==> config.mk <==
export PLATFORM = sky130hd
export DESIGN_NAME = register_file_scoreboard_flat
export DESIGN_NICKNAME = d
export VERILOG_FILES = /design/src/rtl/register_file_scoreboard_pkg.sv /design/src/rtl/register_file_scoreboard_if.sv /design/src/rtl/register_file_scoreboard_reg_scoreboard.sv /design/src/rtl/register_file_scoreboard.sv /design/src/flat_wrapper.sv
export SDC_FILE = /design/constraint.sdc
export NUM_CORES = 1
export LEC_CHECK = 0
export CAP_MARGIN = 10
export CORE_MARGIN = 2
export CORE_UTILIZATION = 55
export CTS_CLUSTER_DIAMETER = 80
export DETAILED_ROUTE_END_ITERATION = 16
export PLACE_DENSITY = 0.93
export SLEW_MARGIN = 20
export SYNTH_ARGS = -nofsm -noshare
export SYNTH_HDL_FRONTEND = slang
export SYNTH_SLANG_ARGS = --single-unit
==> constraint.sdc <==
create_clock -name clk -period 2.87 [get_ports clk]
set_input_delay 0.574 -clock clk [delete_from_list [all_inputs] [get_ports clk]]
set_output_delay 0.574 -clock clk [all_outputs]
set_load 0.03 [all_outputs]
==> src/rtl/register_file_scoreboard_pkg.sv <==
// Shared defaults and storage types for the register file with pending-bit scoreboard.
package register_file_scoreboard_pkg;

    localparam int DEF_DATA_WIDTH = 8;
    localparam int DEF_NUM_REGS   = 4;
    localparam int DEF_ADDR_WIDTH = $clog2(DEF_NUM_REGS);

    typedef logic [DEF_DATA_WIDTH-1:0] reg_data_t;
    typedef logic [DEF_ADDR_WIDTH-1:0] reg_addr_t;

endpackage

==> src/rtl/register_file_scoreboard_if.sv <==
// Decode/writeback bus of the register file: read ports, write port, reserve and flush.
interface register_file_scoreboard_if
    import register_file_scoreboard_pkg::*;
#(
    parameter int DATA_WIDTH = DEF_DATA_WIDTH,
    parameter int ADDR_WIDTH = DEF_ADDR_WIDTH
);
    logic                  RegWrite_Enable;
    logic [ADDR_WIDTH-1:0] WriteRegister;
    logic [DATA_WIDTH-1:0] WriteData;
    logic [ADDR_WIDTH-1:0] RegisterData1;
    logic [ADDR_WIDTH-1:0] RegisterData2;
    logic [DATA_WIDTH-1:0] Data1;
    logic [DATA_WIDTH-1:0] Data2;
    logic                  Data1_Valid;
    logic                  Data2_Valid;
    logic                  Reserve_Enable;
    logic [ADDR_WIDTH-1:0] Reserve_Register;
    logic                  Reserve_Ready;
    logic                  Flush;

    modport master (
        output RegWrite_Enable, WriteRegister, WriteData, RegisterData1, RegisterData2,
        output Reserve_Enable, Reserve_Register, Flush,
        input  Data1, Data2, Data1_Valid, Data2_Valid, Reserve_Ready
    );

    modport slave (
        input  RegWrite_Enable, WriteRegister, WriteData, RegisterData1, RegisterData2,
        input  Reserve_Enable, Reserve_Register, Flush,
        output Data1, Data2, Data1_Valid, Data2_Valid, Reserve_Ready
    );
endinterface

==> src/rtl/register_file_scoreboard_reg_scoreboard.sv <==
// Pending-bit vector: one bit per register, set by an issued producer, cleared by its writeback.
module reg_scoreboard #(
    parameter int NUM_REGS   = 4,
    parameter bit ZERO_REG   = 1'b0,
    parameter int ADDR_WIDTH = $clog2(NUM_REGS)
) (
    input  logic                  clk,
    input  logic                  reset,
    input  logic                  clr_en,
    input  logic [ADDR_WIDTH-1:0] clr_addr,
    input  logic                  rsv_en,
    input  logic [ADDR_WIDTH-1:0] rsv_addr,
    input  logic                  flush,
    output logic [NUM_REGS-1:0]   pending,
    output logic                  rsv_ready
);
    logic [NUM_REGS-1:0] pending_nxt;
    logic                rsv_zero;

    assign rsv_zero  = ZERO_REG && (rsv_addr == '0);
    // A writeback landing this edge frees the slot, so a new producer may claim it at once.
    assign rsv_ready = rsv_zero || !pending[rsv_addr] || (clr_en && (clr_addr == rsv_addr));

    always_comb begin
        pending_nxt = pending;
        if (flush) begin
            pending_nxt = '0;
        end else begin
            for (int i = 0; i < NUM_REGS; i++) begin
                if (rsv_en && rsv_ready && !rsv_zero && (rsv_addr == ADDR_WIDTH'(i)))
                    pending_nxt[i] = 1'b1;
                else if (clr_en && (clr_addr == ADDR_WIDTH'(i)))
                    pending_nxt[i] = 1'b0;
            end
        end
    end

    always_ff @(posedge clk or posedge reset) begin
        if (reset) pending <= '0;
        else       pending <= pending_nxt;
    end
endmodule

==> src/rtl/register_file_scoreboard.sv <==
// Register file with two combinational read ports, one write port, write bypass and pending scoreboard.
module register_file_scoreboard
    import register_file_scoreboard_pkg::*;
#(
    parameter int DATA_WIDTH = DEF_DATA_WIDTH,
    parameter int NUM_REGS   = DEF_NUM_REGS,
    parameter bit ZERO_REG   = 1'b0,
    parameter bit BYPASS     = 1'b1
) (
    input  logic                     clk,
    input  logic                     reset,
    register_file_scoreboard_if.slave bus
);
    localparam int ADDR_WIDTH = $clog2(NUM_REGS);

    logic [DATA_WIDTH-1:0] regs [NUM_REGS];
    logic [NUM_REGS-1:0]   pending;
    logic                  wr_en;
    logic                  byp1;
    logic                  byp2;

    function automatic logic is_zero(input logic [ADDR_WIDTH-1:0] a);
        return ZERO_REG && (a == '0);
    endfunction

    // Writes to a hardwired zero register are dropped before they reach storage or bypass.
    assign wr_en = bus.RegWrite_Enable && !is_zero(bus.WriteRegister);

    always_ff @(posedge clk or posedge reset) begin
        if (reset) begin
            for (int i = 0; i < NUM_REGS; i++) regs[i] <= '0;
        end else if (wr_en) begin
            regs[bus.WriteRegister] <= bus.WriteData;
        end
    end

    assign byp1 = BYPASS && wr_en && (bus.RegisterData1 == bus.WriteRegister);
    assign byp2 = BYPASS && wr_en && (bus.RegisterData2 == bus.WriteRegister);

    assign bus.Data1 = is_zero(bus.RegisterData1) ? '0 :
                       (byp1 ? bus.WriteData : regs[bus.RegisterData1]);
    assign bus.Data2 = is_zero(bus.RegisterData2) ? '0 :
                       (byp2 ? bus.WriteData : regs[bus.RegisterData2]);

    assign bus.Data1_Valid = !pending[bus.RegisterData1] || byp1;
    assign bus.Data2_Valid = !pending[bus.RegisterData2] || byp2;

    reg_scoreboard #(
        .NUM_REGS (NUM_REGS),
        .ZERO_REG (ZERO_REG)
    ) u_sb (
        .clk       (clk),
        .reset     (reset),
        .clr_en    (bus.RegWrite_Enable),
        .clr_addr  (bus.WriteRegister),
        .rsv_en    (bus.Reserve_Enable),
        .rsv_addr  (bus.Reserve_Register),
        .flush     (bus.Flush),
        .pending   (pending),
        .rsv_ready (bus.Reserve_Ready)
    );
endmodule
==> src/flat_wrapper.sv <==
// flat-port wrapper written by rule: the top's interface ports become plain ports
module register_file_scoreboard_flat import register_file_scoreboard_pkg::*;
#(
    parameter int DATA_WIDTH = DEF_DATA_WIDTH,
    parameter int NUM_REGS   = DEF_NUM_REGS,
    parameter bit ZERO_REG   = 1'b0,
    parameter bit BYPASS     = 1'b1
)
  (clk, reset, bus_RegWrite_Enable, bus_WriteRegister, bus_WriteData, bus_RegisterData1, bus_RegisterData2, bus_Reserve_Enable, bus_Reserve_Register, bus_Flush, bus_Data1, bus_Data2, bus_Data1_Valid, bus_Data2_Valid, bus_Reserve_Ready);
  register_file_scoreboard_if #(.DATA_WIDTH(DATA_WIDTH)) bus_i ();
  input  logic clk;
  input  logic reset;
  input wire logic [$bits(bus_i.RegWrite_Enable)-1:0] bus_RegWrite_Enable;
  input wire logic [$bits(bus_i.WriteRegister)-1:0] bus_WriteRegister;
  input wire logic [$bits(bus_i.WriteData)-1:0] bus_WriteData;
  input wire logic [$bits(bus_i.RegisterData1)-1:0] bus_RegisterData1;
  input wire logic [$bits(bus_i.RegisterData2)-1:0] bus_RegisterData2;
  input wire logic [$bits(bus_i.Reserve_Enable)-1:0] bus_Reserve_Enable;
  input wire logic [$bits(bus_i.Reserve_Register)-1:0] bus_Reserve_Register;
  input wire logic [$bits(bus_i.Flush)-1:0] bus_Flush;
  output wire logic [$bits(bus_i.Data1)-1:0] bus_Data1;
  output wire logic [$bits(bus_i.Data2)-1:0] bus_Data2;
  output wire logic [$bits(bus_i.Data1_Valid)-1:0] bus_Data1_Valid;
  output wire logic [$bits(bus_i.Data2_Valid)-1:0] bus_Data2_Valid;
  output wire logic [$bits(bus_i.Reserve_Ready)-1:0] bus_Reserve_Ready;
  assign bus_i.RegWrite_Enable = bus_RegWrite_Enable;
  assign bus_i.WriteRegister = bus_WriteRegister;
  assign bus_i.WriteData = bus_WriteData;
  assign bus_i.RegisterData1 = bus_RegisterData1;
  assign bus_i.RegisterData2 = bus_RegisterData2;
  assign bus_i.Reserve_Enable = bus_Reserve_Enable;
  assign bus_i.Reserve_Register = bus_Reserve_Register;
  assign bus_i.Flush = bus_Flush;
  assign bus_Data1 = bus_i.Data1;
  assign bus_Data2 = bus_i.Data2;
  assign bus_Data1_Valid = bus_i.Data1_Valid;
  assign bus_Data2_Valid = bus_i.Data2_Valid;
  assign bus_Reserve_Ready = bus_i.Reserve_Ready;
  register_file_scoreboard #(.DATA_WIDTH(DATA_WIDTH), .NUM_REGS(NUM_REGS), .ZERO_REG(ZERO_REG), .BYPASS(BYPASS)) u_core (.clk(clk), .reset(reset), .bus(bus_i));
endmodule
## Yosys cells after proc, flatten, opt, wreduce, memory -nomap -nowiden

Index checks and enable logic that the tools add are counted.

- Bits in registers: 36
- Bits of input ports: 21
- Output and inout port bits: 19

- $lt $le $gt $ge: 7
- Eq/ne operators: 9
- Muxes and demuxes: 26
- Bitwise operators: 3
- Reduce and logical (&&, ||, !) cells: 25

Operators by type and width:

| cell | count |
|---|---|
| 8-bit 2-to-1 mux | 7 |
| 8-bit binary-select mux with 2-bit select | 2 |
| 32-bit bitwise mux | 1 |
| 8-bit demux with 2-bit select | 1 |
| 1-bit logical AND | 13 |
| 3-bit nonzero test | 4 |
| 1-bit 2-to-1 mux | 11 |
| 3-bit >= comparator, second input constant | 3 |
| 2-bit by 3-bit less-than comparator with 1-bit output, second input constant | 3 |
| 2-bit NOT with 3-bit output | 3 |
| 2-bit == test, second input constant | 4 |
| 1-bit binary-select mux with 2-bit select | 3 |
| 2-bit == test | 3 |
| 2-bit by 1-bit == test with 1-bit output, second input constant | 2 |
| 2-bit zero test | 2 |
| 4-bit 2-to-1 mux | 1 |
| 1-bit zero test | 3 |
| 1-bit logical OR | 3 |
| 3-bit by 1-bit less-than comparator with 1-bit output, second input constant | 1 |

## Logic depth before layout (Yosys ltp)

Gate-level depths: netlist (run 1).

- Depth after elaboration: 8
- Gate-level depth with buffers: 5
- Mapped depth without buffers: 4

## Hierarchy

Synthesis (run 1) repeated with hierarchy kept, for this count alone.

- Cell total of the unflattened synthesis: 151
- Area, all modules: 2347.3 um2

By module, submodules not included:

| module | times used | cells each | area an instance (um2) | sequential area each (um2) |
|---|---|---|---|---|
| register_file_scoreboard | 1 | 118 | 2031.9 | 800.8 |
| reg_scoreboard | 1 | 33 | 315.3 | 100.1 |

## Least setup slack after synthesis (run 1)

No wires, ideal clock.

- Path type: input-to-output
- From: in bus_RegisterData1[0]
- To: out bus_Data1[0]
- Data arrival time: 1.614 ns
- Required time: 2.296 ns
- Path slack: 0.682 ns
- Stages: 3
- Buffers on the path: 1
- Cell sequence: buf_4 > mux4_2 > mux2_2

- Longest elaborated chain between the ends: 5
- Elaborated cells on any way between the ends: 7
- Classes of those cells: eq/ne (1); mux (4); bitwise (1); reduce/logical (1)

RTL lines:

| element | RTL line | source |
|---|---|---|
| start: declaration | flat_wrapper.sv:16 | `input wire logic [$bits(bus_i.RegisterData1)-1:0] bus_RegisterData1;` |
| 2-bit NOT with 3-bit output (implied by the code) | register_file_scoreboard.sv:41 | `(byp1 ? bus.WriteData : regs[bus.RegisterData1]);` |
| 8-bit binary-select mux with 2-bit select | register_file_scoreboard.sv:41 |  |
| 8-bit 2-to-1 mux (implied by the code) (2 in a row) | register_file_scoreboard.sv:41 |  |
| 8-bit 2-to-1 mux (*) | register_file_scoreboard.sv:41 |  |
| end: declaration | flat_wrapper.sv:21 | `output wire logic [$bits(bus_i.Data1)-1:0] bus_Data1;` |

Mark *: on every way between the ends. The rest lies on a longest branch, timed or not. The select of a mux whose other input is x is not followed.

## Worst setup path after layout (run 1)

- From: in bus_RegisterData1[0]
- To: out bus_Data1[6]

The elaborated chain is that of the path after synthesis.

==> flow_summary.yaml, run 1 <==
timing:
  finalHoldViolations: 0
  setup_viol: 0
  drv_slew: 0
  fin_crit_ns: 2.81
  tightestPinTransition_ns: 0.603
  maxSlewHeadroom: 0.598
  period_share: 0.978
  fmax_mhz: 356
  skew_ns: 0.000203
  whs_ns: 0.523
route:
  met2_wirelength_um: 2540
  num_vias: 1462
  wl_met1_um: 2060
  routedWlPerCell_um: 20.0
  drc: 0
  drt-pass1-iter-count: 4
  routed_wl_um: 4820
  dr_wl_met3_um: 157
  drt-vias-per-instance: 6.07
  ant_nets: 0
  dr.max_layer_used: "met4"
  drtIter0Drc: 71
cells_and_area:
  area_growth_pct: 24.8
  final_layout_size_suffix_gt1_frac: 0.570
  diodes: 0
  final_util: 0.733
  nNetsFinal: 213
  final_area_um2: 2750
  final_cells: 241
grt:
  grt_max_degree: 37
  gr-total-overflow: 0
  grt_antenna_before_repair: 0
  first_global_vias: 1551
  grt_util_all_layers: 0.241
  grt_pass1_wl_um: 7700
setup_path:
  rr_worst_depth: 3
  crit_arrival_ns: 2.23
  crit_type: "input pin to output port"
  cp.required_ns: 2.30
  critPathCaptureType: "output port"
  worstSetupStartpointType: "input pin"
  cp_max_fo: 10
logic_synthesis:
  synth_top_cell_by_area: "dfrtp_1"
  synth_top_area_frac: 0.410
  synth_most_common_cell: "mux2_2"
  synth-edff-count: 0
  ys_ff_latch: 36
  ys_top_cells_by_area: "dfrtp_1 41%, mux2_2 25%, mux4_2 18%"
  syn_area_um2: 2200
  synth_ff_type: "dfrtp_1"
  postSynthCellCount: 147
  async_flop_share: 1.00
  synth_nets: 168
  synth_warnings: 0
  synth_commonest_cells: "48 x mux2_2, 36 x dfrtp_1, 18 x mux4_2"
  synthDistinctLibCells: 23
  ys_seq_area_frac: 0.410
  avgSynthCellArea_um2: 15.0
pwr:
  power_density_nw_per_um2: 621
  ir_drop_mv: 0.473
  p_comb_frac: 0.355
  switchingPower_mw: 0.531
  p_sw_frac: 0.311
  seq_power_share: 0.388
  p_int_mw: 1.17
  total_power_mw: 1.70
  clkPwrFrac: 0.257
  p_leak_nw: 1.12
status:
  status: "complete, no violations"
floorplan:
  die_x_um: 67.2
  die_area_um2: 4520
  io_pins: 40
  die_h_um: 67.2
  core_area_um2: 3740
  placementRows: 22
  initial_core_util: 0.588
clock_network:
  cts_buffers: 5
  clk_pin_slew_ns: 0.07
  clk_latency_ns: 0.28
  cts-resized-gates: 0
  clock_sinks: 36
  cts_setup_buffers: 0
  root_buffer: "clkbuf_8"
  cts_tree: "built"
  clock_path_buffers: 2
  hold_buffers: 0
  h-tree-depth: 2
flow_run:
  max_cap_viol_count: 0
min_path:
  hold_class: "register to register"
  min_path_cells: 1
placed_design:
  gp_congestion: 0.775
  dp_hpwl_um: 3280
  place_area_um2: 2620
  portBuffers: 39
  dp.cells: 233
[sequential cells by signal, summed over array words and instances, names as in the netlist]
name,cells
u_core.u_sb.pending,4
u_core.regs,32
[per-layer routing]
| metal | track usage | vias up |
|---|---|---|
| met4 | 0.0791 | 0 |
| met5 | 0 | - |
| li1 | - | 663 |
| met3 | 0.0400 | 7 |
| met2 | 0.413 | 37 |
| met1 | 0.314 | 755 |
[worst max-delay path: stages]
cell             delay, ns
clkdlybuf4s50_1       0.45
buf_12                0.17
xnor2_1               0.30
nand3_4               0.22
mux2_2                0.34
buf_4                 0.17
[power groups by stage]
stage          logic [mW]  registers [mW]  clock network [mW]
2_1_floorplan       0.428           0.645                   0
3_3_place_gp        0.584           0.656                   0
3_5_place_dp        0.600           0.667                   0
4_1_cts             0.604           0.658               0.449
5_1_grt             0.640           0.671               0.467
6_report            0.605           0.661               0.439
[cells by family (layout without fill, tap and decap cells)]
logic type / after synthesis / after routing / share of synthesized area
muxes: 68 / 68 / 0.441
DFF: 36 / 36 / 0.410
and+or+nand+nor: 19 / 19 / 0.0586
buffers and inverters: 12 / 58 / 0.0307
AOI/OAI and AO/OA: 6 / 6 / 0.0358
xor gates and xnor gates: 6 / 6 / 0.0239
[final cells by class]
class	count	area, µm²
multi-input cells	99	1250
well taps	48	60.1
flip-flops and latches	36	901
clock buffers	5	68.8
fillers	234	998
repair buffers	47	415
clock inverters	3	42.5
inverters	3	11.3
[worst paths after layout]
path,start,endpoint,slack [ns]
max in group asynchronous,reset,u_core.u_sb.pending[1]$_DFFE_PP0P_,1.84
worst min-delay path,u_core.regs[5]$_DFFE_PP0P_,u_core.regs[5]$_DFFE_PP0P_,0.52
worst min register to register,u_core.regs[5]$_DFFE_PP0P_,u_core.regs[5]$_DFFE_PP0P_,0.52
worst max-delay path,bus_RegisterData1[0],bus_Data1[6],0.06
worst max register to register,u_core.u_sb.pending[0]$_DFFE_PP0P_,u_core.u_sb.pending[3]$_DFFE_PP0P_,1.52
min in group asynchronous,reset,u_core.regs[21]$_DFFE_PP0P_,0.71
[metrics by stage]
stage                     TNS, ns  worst slack, ns
after global placement          0           0.0854
after CTS                       0           0.0273
after floorplan                 0            0.682
after detailed placement        0           0.0642
final                           0           0.0622
after global routing      -0.0306          -0.0127
[placed cells by master (no fill, tap or decap)]
| master | n |
|---|---|
| mux2_2 | 48 |
| dfrtp_1 | 36 |
| buf_4 | 26 |
| clkdlybuf4s50_1 | 20 |
| mux4_2 | 18 |
| xnor2_1 | 6 |
| nand3b_1 | 5 |
| nand2_1 | 5 |
| clkbuf_8 | 5 |
| nand3_1 | 3 |
| inv_1 | 3 |
| nand3_4 | 2 |
| o41ai_2 | 2 |
| nor3b_4 | 1 |
| mux2_4 | 1 |
| mux2i_1 | 1 |
| o211ai_1 | 1 |
| nand4_1 | 1 |
| o311a_4 | 1 |
| or3b_2 | 1 |
| o31ai_2 | 1 |
| nor2_1 | 1 |
| o21ai_0 | 1 |
| bufinv_16 | 1 |
| clkinvlp_4 | 1 |
| clkinv_2 | 1 |
| buf_12 | 1 |
Power figures use the tool's default switching activity.
==> inputs of run 2 (changes only) <==
--- a/config.mk
+++ b/config.mk
@@ -11,4 +11,5 @@
 export CTS_CLUSTER_DIAMETER = 80
 export DETAILED_ROUTE_END_ITERATION = 16
+export HOLD_SLACK_MARGIN = 0.08
 export PLACE_DENSITY = 0.93
 export SLEW_MARGIN = 20
==> constraint.sdc (replaced) <==
create_clock -name clk -period 2.87 [get_ports clk]
set_input_delay 0.574 -clock clk [delete_from_list [all_inputs] [get_ports clk]]
set_output_delay 0.574 -clock clk [all_outputs]
set_load 0.005 [all_outputs]
==> run 2 against run 1 <==
  * Maximum frequency decreased by 1.6%
  * Setup slack got worse by 0.045 ns
  * Cell area increased by 7.4%
  * Routed wire length rose by 25%
  * Global-route usage is 4.9 points higher
  * First-iteration DRC count up 130%
  * Clock skew rose by 0.00069 ns
  * Count of clock-buffer cells in the layout is 2 higher
  * Register-to-register slack got worse by 0.03 ns
  * Non-clock buffer count rose by 9
  * Hold slack improved by 0.011 ns
==> flow_summary.yaml, run 2 (synthesis results as in run 1) <==
status:
  status: "complete, no violations"
pwr:
  power_density_nw_per_um2: 541
  ir_drop_mv: 0.355
  p_leak_nw: 1.28
cells_and_area:
  final_area_um2: 2950
  final_common_cell: "mux2_2"
  largest_reg_flops: 32
  reg_top3: "u_core.regs (32), u_core.u_sb.pending (4)"
  final_layout_size_suffix_gt1_frac: 0.515
  nNetsFinal: 222
  area_growth_pct: 34.0
  mostFrequentLayoutCells: "48 x mux2_2, 36 x dfrtp_1, 23 x clkdlybuf4s50_1, 18 x mux4_2, 9 x dlymetal6s2s_1"
  top_register: "u_core.regs"
  diodes: 0
placed_design:
  place_area_um2: 2720
  gp_congestion: 0.777
  portBuffers: 39
  dp_hpwl_um: 3540
clock_network:
  clk_pin_slew_ns: 0.07
  h-tree-depth: 2
  clk_latency_ns: 0.29
  hold_buffers: 0
  clock_path_buffers: 2
  cts_buffers: 5
  clock_sinks: 36
  cts_tree: "built"
  root_buffer: "clkbuf_8"
floorplan:
  initial_core_util: 0.588
  die_h_um: 67.2
  die_area_um2: 4520
  io_pins: 40
  placementRows: 22
  die_x_um: 67.2
  core_area_um2: 3740
flow_run:
  max_cap_viol_count: 0
min_path:
  hold_class: "register to register"
grt:
  grt_util_all_layers: 0.290
  grt_antenna_before_repair: 0
  grt_max_degree: 37
  first_global_vias: 1712
  grt_pass1_wl_um: 9230
  gr-total-overflow: 0
timing:
  drv_slew: 0
  tightestPinTransition_ns: 0.572
  rsz0062_at_grt: "true"
  setup_viol: 0
  skew_ns: 0.000892
  maxSlewHeadroom: 0.617
  finalHoldViolations: 0
  fin_crit_ns: 2.85
  period_share: 0.994
  fmax_mhz: 351
  whs_ns: 0.534
route:
  ant_nets: 0
  drt-vias-per-instance: 6.46
  drtIter0Drc: 161
  drt-pass1-iter-count: 4
  num_vias: 1614
  drc: 0
  routed_wl_um: 6040
  routedWlPerCell_um: 24.2
setup_path:
  cp.required_ns: 2.30
  worstSetupStartpointType: "input pin"
  max_stage_delay_ns: 0.45
  crit_path_cell_trace: "clkdlybuf4s15_2, bufbuf_16, xnor2_2, nand3_2, buf_4, mux2_2, clkdlybuf4s50_1"
  crit_type: "input pin to output port"
  crit_arrival_ns: 2.28
  critPathCaptureType: "output port"
  cp_max_fo: 5
  cpMaxStageDelayCell: "clkdlybuf4s50_1"
-- run 2: changes by cell type in the layout (fill, tap and decap cells not counted), moves of 2 or more --
cell and change:
nand3_4 -2, nand3_2 +2, dlygate4sd2_1 +5, buf_4 -19, dlymetal6s2s_1 +9, clkdlybuf4s15_2 +2, buf_2 +2, buf_6 +4
xnor2_2 +2, clkdlybuf4s50_1 +3, xnor2_1 -3
-- run 2: cell type report --
type / count / area (µm²)
timing repair buffer: 56 / 617
clock buffer: 7 / 86.3
clock inverter: 1 / 7.51
fill: 226 / 796
sequential: 36 / 901
tap: 48 / 60.1
multi-input combinational: 99 / 1260
inverter: 3 / 11.3
-- run 2: per-stage QoR --
step           instances  utilization  worst slack (ns)  setup TNS, ns  power [mW]
5_1_grt              250        0.787           -0.0201        -0.0684        1.66
3_3_place_gp         238        0.726            -0.174          -2.65        1.16
2_1_floorplan        147            -             0.760              0       0.952
6_report             250        0.787            0.0172              0        1.59
3_5_place_dp         238        0.726            -0.189          -2.82        1.19
4_1_cts              250        0.778          0.000511              0        1.59
-- run 2: what timing repair did --
item | CTS | global route
setup endpoints to repair | 18 | 15
gates cloned | 4 | 0
resized for setup | 16 | 13
setup buffers | 0 | 0
-- run 2: power breakdown --
part	switching [mW]	leakage [nW]	internal, mW	total [mW]
clock network	0.190	0.0445	0.195	0.385
logic	0.182	0.806	0.353	0.535
registers	0.0768	0.433	0.597	0.673
total	0.449	1.28	1.14	1.59
-- run 2: critical path: cells and delay by family --
kind                   cells  cell delay (ns)
XOR/XNOR                   1             0.17
multiplexers               1             0.28
buffers and inverters      4             1.16
AND/OR/NAND/NOR            1             0.11
-- run 2: routing by layer --
layer	track usage	up-vias	routed length, µm
met2	0.495	82	3280
met1	0.364	839	2240
met5	0	-	0
met3	0.0567	15	389
met4	0.117	0	127
li1	-	678	-
-- run 2: path summary, 6_finish.rpt --
path                       slack, ns  cells past startpoint                               start                                  to
setup / recovery                0.02                      7                bus_RegisterData1[0]                        bus_Data1[5]
hold / removal                  0.53                      1          u_core.regs[5]$_DFFE_PP0P_          u_core.regs[5]$_DFFE_PP0P_
setup reg to reg                1.49                      3  u_core.u_sb.pending[0]$_DFFE_PP0P_  u_core.u_sb.pending[2]$_DFFE_PP0P_
hold reg to reg                 0.53                      1          u_core.regs[5]$_DFFE_PP0P_          u_core.regs[5]$_DFFE_PP0P_
max in group asynchronous       1.85                      3                               reset          u_core.regs[1]$_DFFE_PP0P_
min in group asynchronous       0.69                      3                               reset          u_core.regs[5]$_DFFE_PP0P_
==> inputs of run 3 (changes only) <==
Settings changed: CORE_UTILIZATION 55 to 52, PLACE_DENSITY 0.93 to 0.89, TNS_END_PERCENT set to 30.
Clock period 2.87 ns to 3.2 ns, I/O delays scaled along.
==> run 3 against run 2 <==
  * Die area increased by 5.4%
  * Cell count increased by 0.80%
  * Register-to-register slack improved by 0.27 ns
  * First-iteration DRC count decreased by 55%
  * Routed wire length decreased by 11%
  * Core utilization decreased by 6.3 points
  * Sequential cell count unchanged
  * Cell area decreased by 1.0%
  * Clock power increased by 14%
  * Setup slack improved by 0.095 ns
  * Critical path type unchanged
  * Critical endpoint is now bus_Data1[6]
==> flow_summary.yaml, run 3 (synthesis results as in run 1) <==
setup_path:
  crit_type: "input pin to output port"
  critPathCaptureType: "output port"
  worstReg2RegStart: "u_core.u_sb.pending[2]$_DFFE_PP0P_"
  cp_max_fo: 5
  crit_arrival_ns: 2.45
  worstSetupStartpointType: "input pin"
  rr_worst_depth: 3
  startpoint: "bus_RegisterData1[0]"
  cp.required_ns: 2.56
min_path:
  min_path_cells: 1
  hold_class: "register to register"
  hold_start: "u_core.regs[10]$_DFFE_PP0P_"
clock_network:
  clock_sinks: 36
  clk_pin_slew_ns: 0.07
  clk_latency_ns: 0.29
  cts_buffers: 5
  clock_path_buffers: 2
  cts_tree: "built"
  hold_buffers: 0
  h-tree-depth: 2
  root_buffer: "clkbuf_8"
route:
  routedWlPerCell_um: 21.4
  ant_nets: 0
  drc: 0
  drt-pass1-iter-count: 4
  drt-vias-per-instance: 6.12
  routed_wl_um: 5390
  drtIter0Drc: 73
  num_vias: 1541
cells_and_area:
  regArea_um2: 901
  nNetsFinal: 222
  final_util: 0.724
  top_register: "u_core.regs"
  final_area_um2: 2920
  final_common_cell: "mux2_2"
  final_layout_size_suffix_gt1_frac: 0.495
  reg_top3: "u_core.regs (32), u_core.u_sb.pending (4)"
  final_cells: 252
  largest_reg_flops: 32
  multiInputGateArea_um2: 1230
  mostFrequentLayoutCells: "48 x mux2_2, 36 x clkdlybuf4s50_1, 36 x dfrtp_1, 18 x mux4_2, 13 x buf_4"
  final.fill_count: 260
  diodes: 0
  area_growth_pct: 32.7
floorplan:
  die_h_um: 69.0
  die_area_um2: 4770
  core_area_um2: 4030
  die_x_um: 69.0
  io_pins: 40
  placementRows: 23
  initial_core_util: 0.546
timing:
  setup_viol: 0
  setup_tns_ns: 0
  fmax_mhz: 324
  skew_ns: 0.00621
  drv_slew: 0
  maxSlewHeadroom: 0.601
  period_share: 0.965
  tightestPinTransition_ns: 0.597
  fin_crit_ns: 3.09
  rsz0062_at_grt: "false"
  finalHoldViolations: 0
pwr:
  power_density_nw_per_um2: 517
  total_power_mw: 1.51
  p_leak_nw: 1.20
  ir_drop_mv: 0.389
grt:
  grt_max_degree: 37
  grt_pass1_wl_um: 8810
  grt_antenna_before_repair: 0
  first_global_vias: 1644
  grt_util_all_layers: 0.237
  gr-total-overflow: 0
flow_run:
  max_cap_viol_count: 0
placed_design:
  place_area_um2: 2720
  dp_hpwl_um: 3640
  gp_congestion: 0.781
  portBuffers: 39
  dp.cells: 240
status:
  status: "complete, no violations"
==> run 3: cell count changes in the layout (fill, tap and decap cells not counted), sizes merged <==
cell | previous run | this run
dlygate4sd2 | 5 | 2
clkinvlp | 1 | 0
bufinv | 0 | 1
dlymetal6s2s | 9 | 1
buf | 16 | 15
clkbuf | 7 | 8
clkdlybuf4s50 | 23 | 36
clkdlybuf4s15 | 2 | 0
==> run 3: cell type report <==
cell class / instances / share of cell area
clock buffers: 7 / 0.0330
clock inverters: 1 / 0.0103
inverters: 3 / 0.00386
multi-input cells: 99 / 0.422
flip-flops and latches: 36 / 0.309
well taps: 50 / 0.0214
repair buffers: 56 / 0.201
==> run 3: per-layer routing <==
layer | part of all wire | up-vias | track usage
met1 | 0.41 | 803 | 0.306
met4 | 0.0080 | 0 | 0.0610
met5 | 0 | - | 0
li1 | - | 680 | -
met3 | 0.063 | 5 | 0.0629
met2 | 0.52 | 53 | 0.396
==> run 3: worst max-delay path, cell delays in order <==
cell             delay [ns]
dlygate4sd2_1          0.28
bufbuf_16              0.29
xnor2_1                0.21
nand3_2                0.11
buf_4                  0.17
mux2_2                 0.28
clkdlybuf4s50_1        0.46
==> run 3: repair_timing <==
action / CTS / global route
resized for setup: 2 / 1
endpoints found under the setup margin: 3 / 7
setup buffers: 0 / 2
gates cloned: 1 / 1
==> run 3: worst paths after layout <==
path / to / slack (ns)
setup / recovery: bus_Data1[6] / 0.11
hold / removal: u_core.regs[10]$_DFFE_PP0P_ / 0.54
setup reg to reg: u_core.u_sb.pending[2]$_DFFE_PP0P_ / 1.76
hold reg to reg: u_core.regs[10]$_DFFE_PP0P_ / 0.54
max in group asynchronous: u_core.regs[10]$_DFFE_PP0P_ / 2.12
min in group asynchronous: u_core.regs[11]$_DFFE_PP0P_ / 0.76
==> run 3: per-stage QoR <==
stage / hold WS [ns] / worst slack (ns)
after floorplan: 0.491 / 0.958
after global placement: 0.499 / 0.0136
after detailed placement: 0.515 / -0.0205
after CTS: 0.534 / 0.000711
after global routing: 0.550 / 0.0504
final: 0.538 / 0.112
==> run 3: power breakdown <==
group	internal, mW	switching, mW	total, mW
registers	0.535	0.0644	0.600
clock network	0.275	0.165	0.440
logic	0.319	0.150	0.470
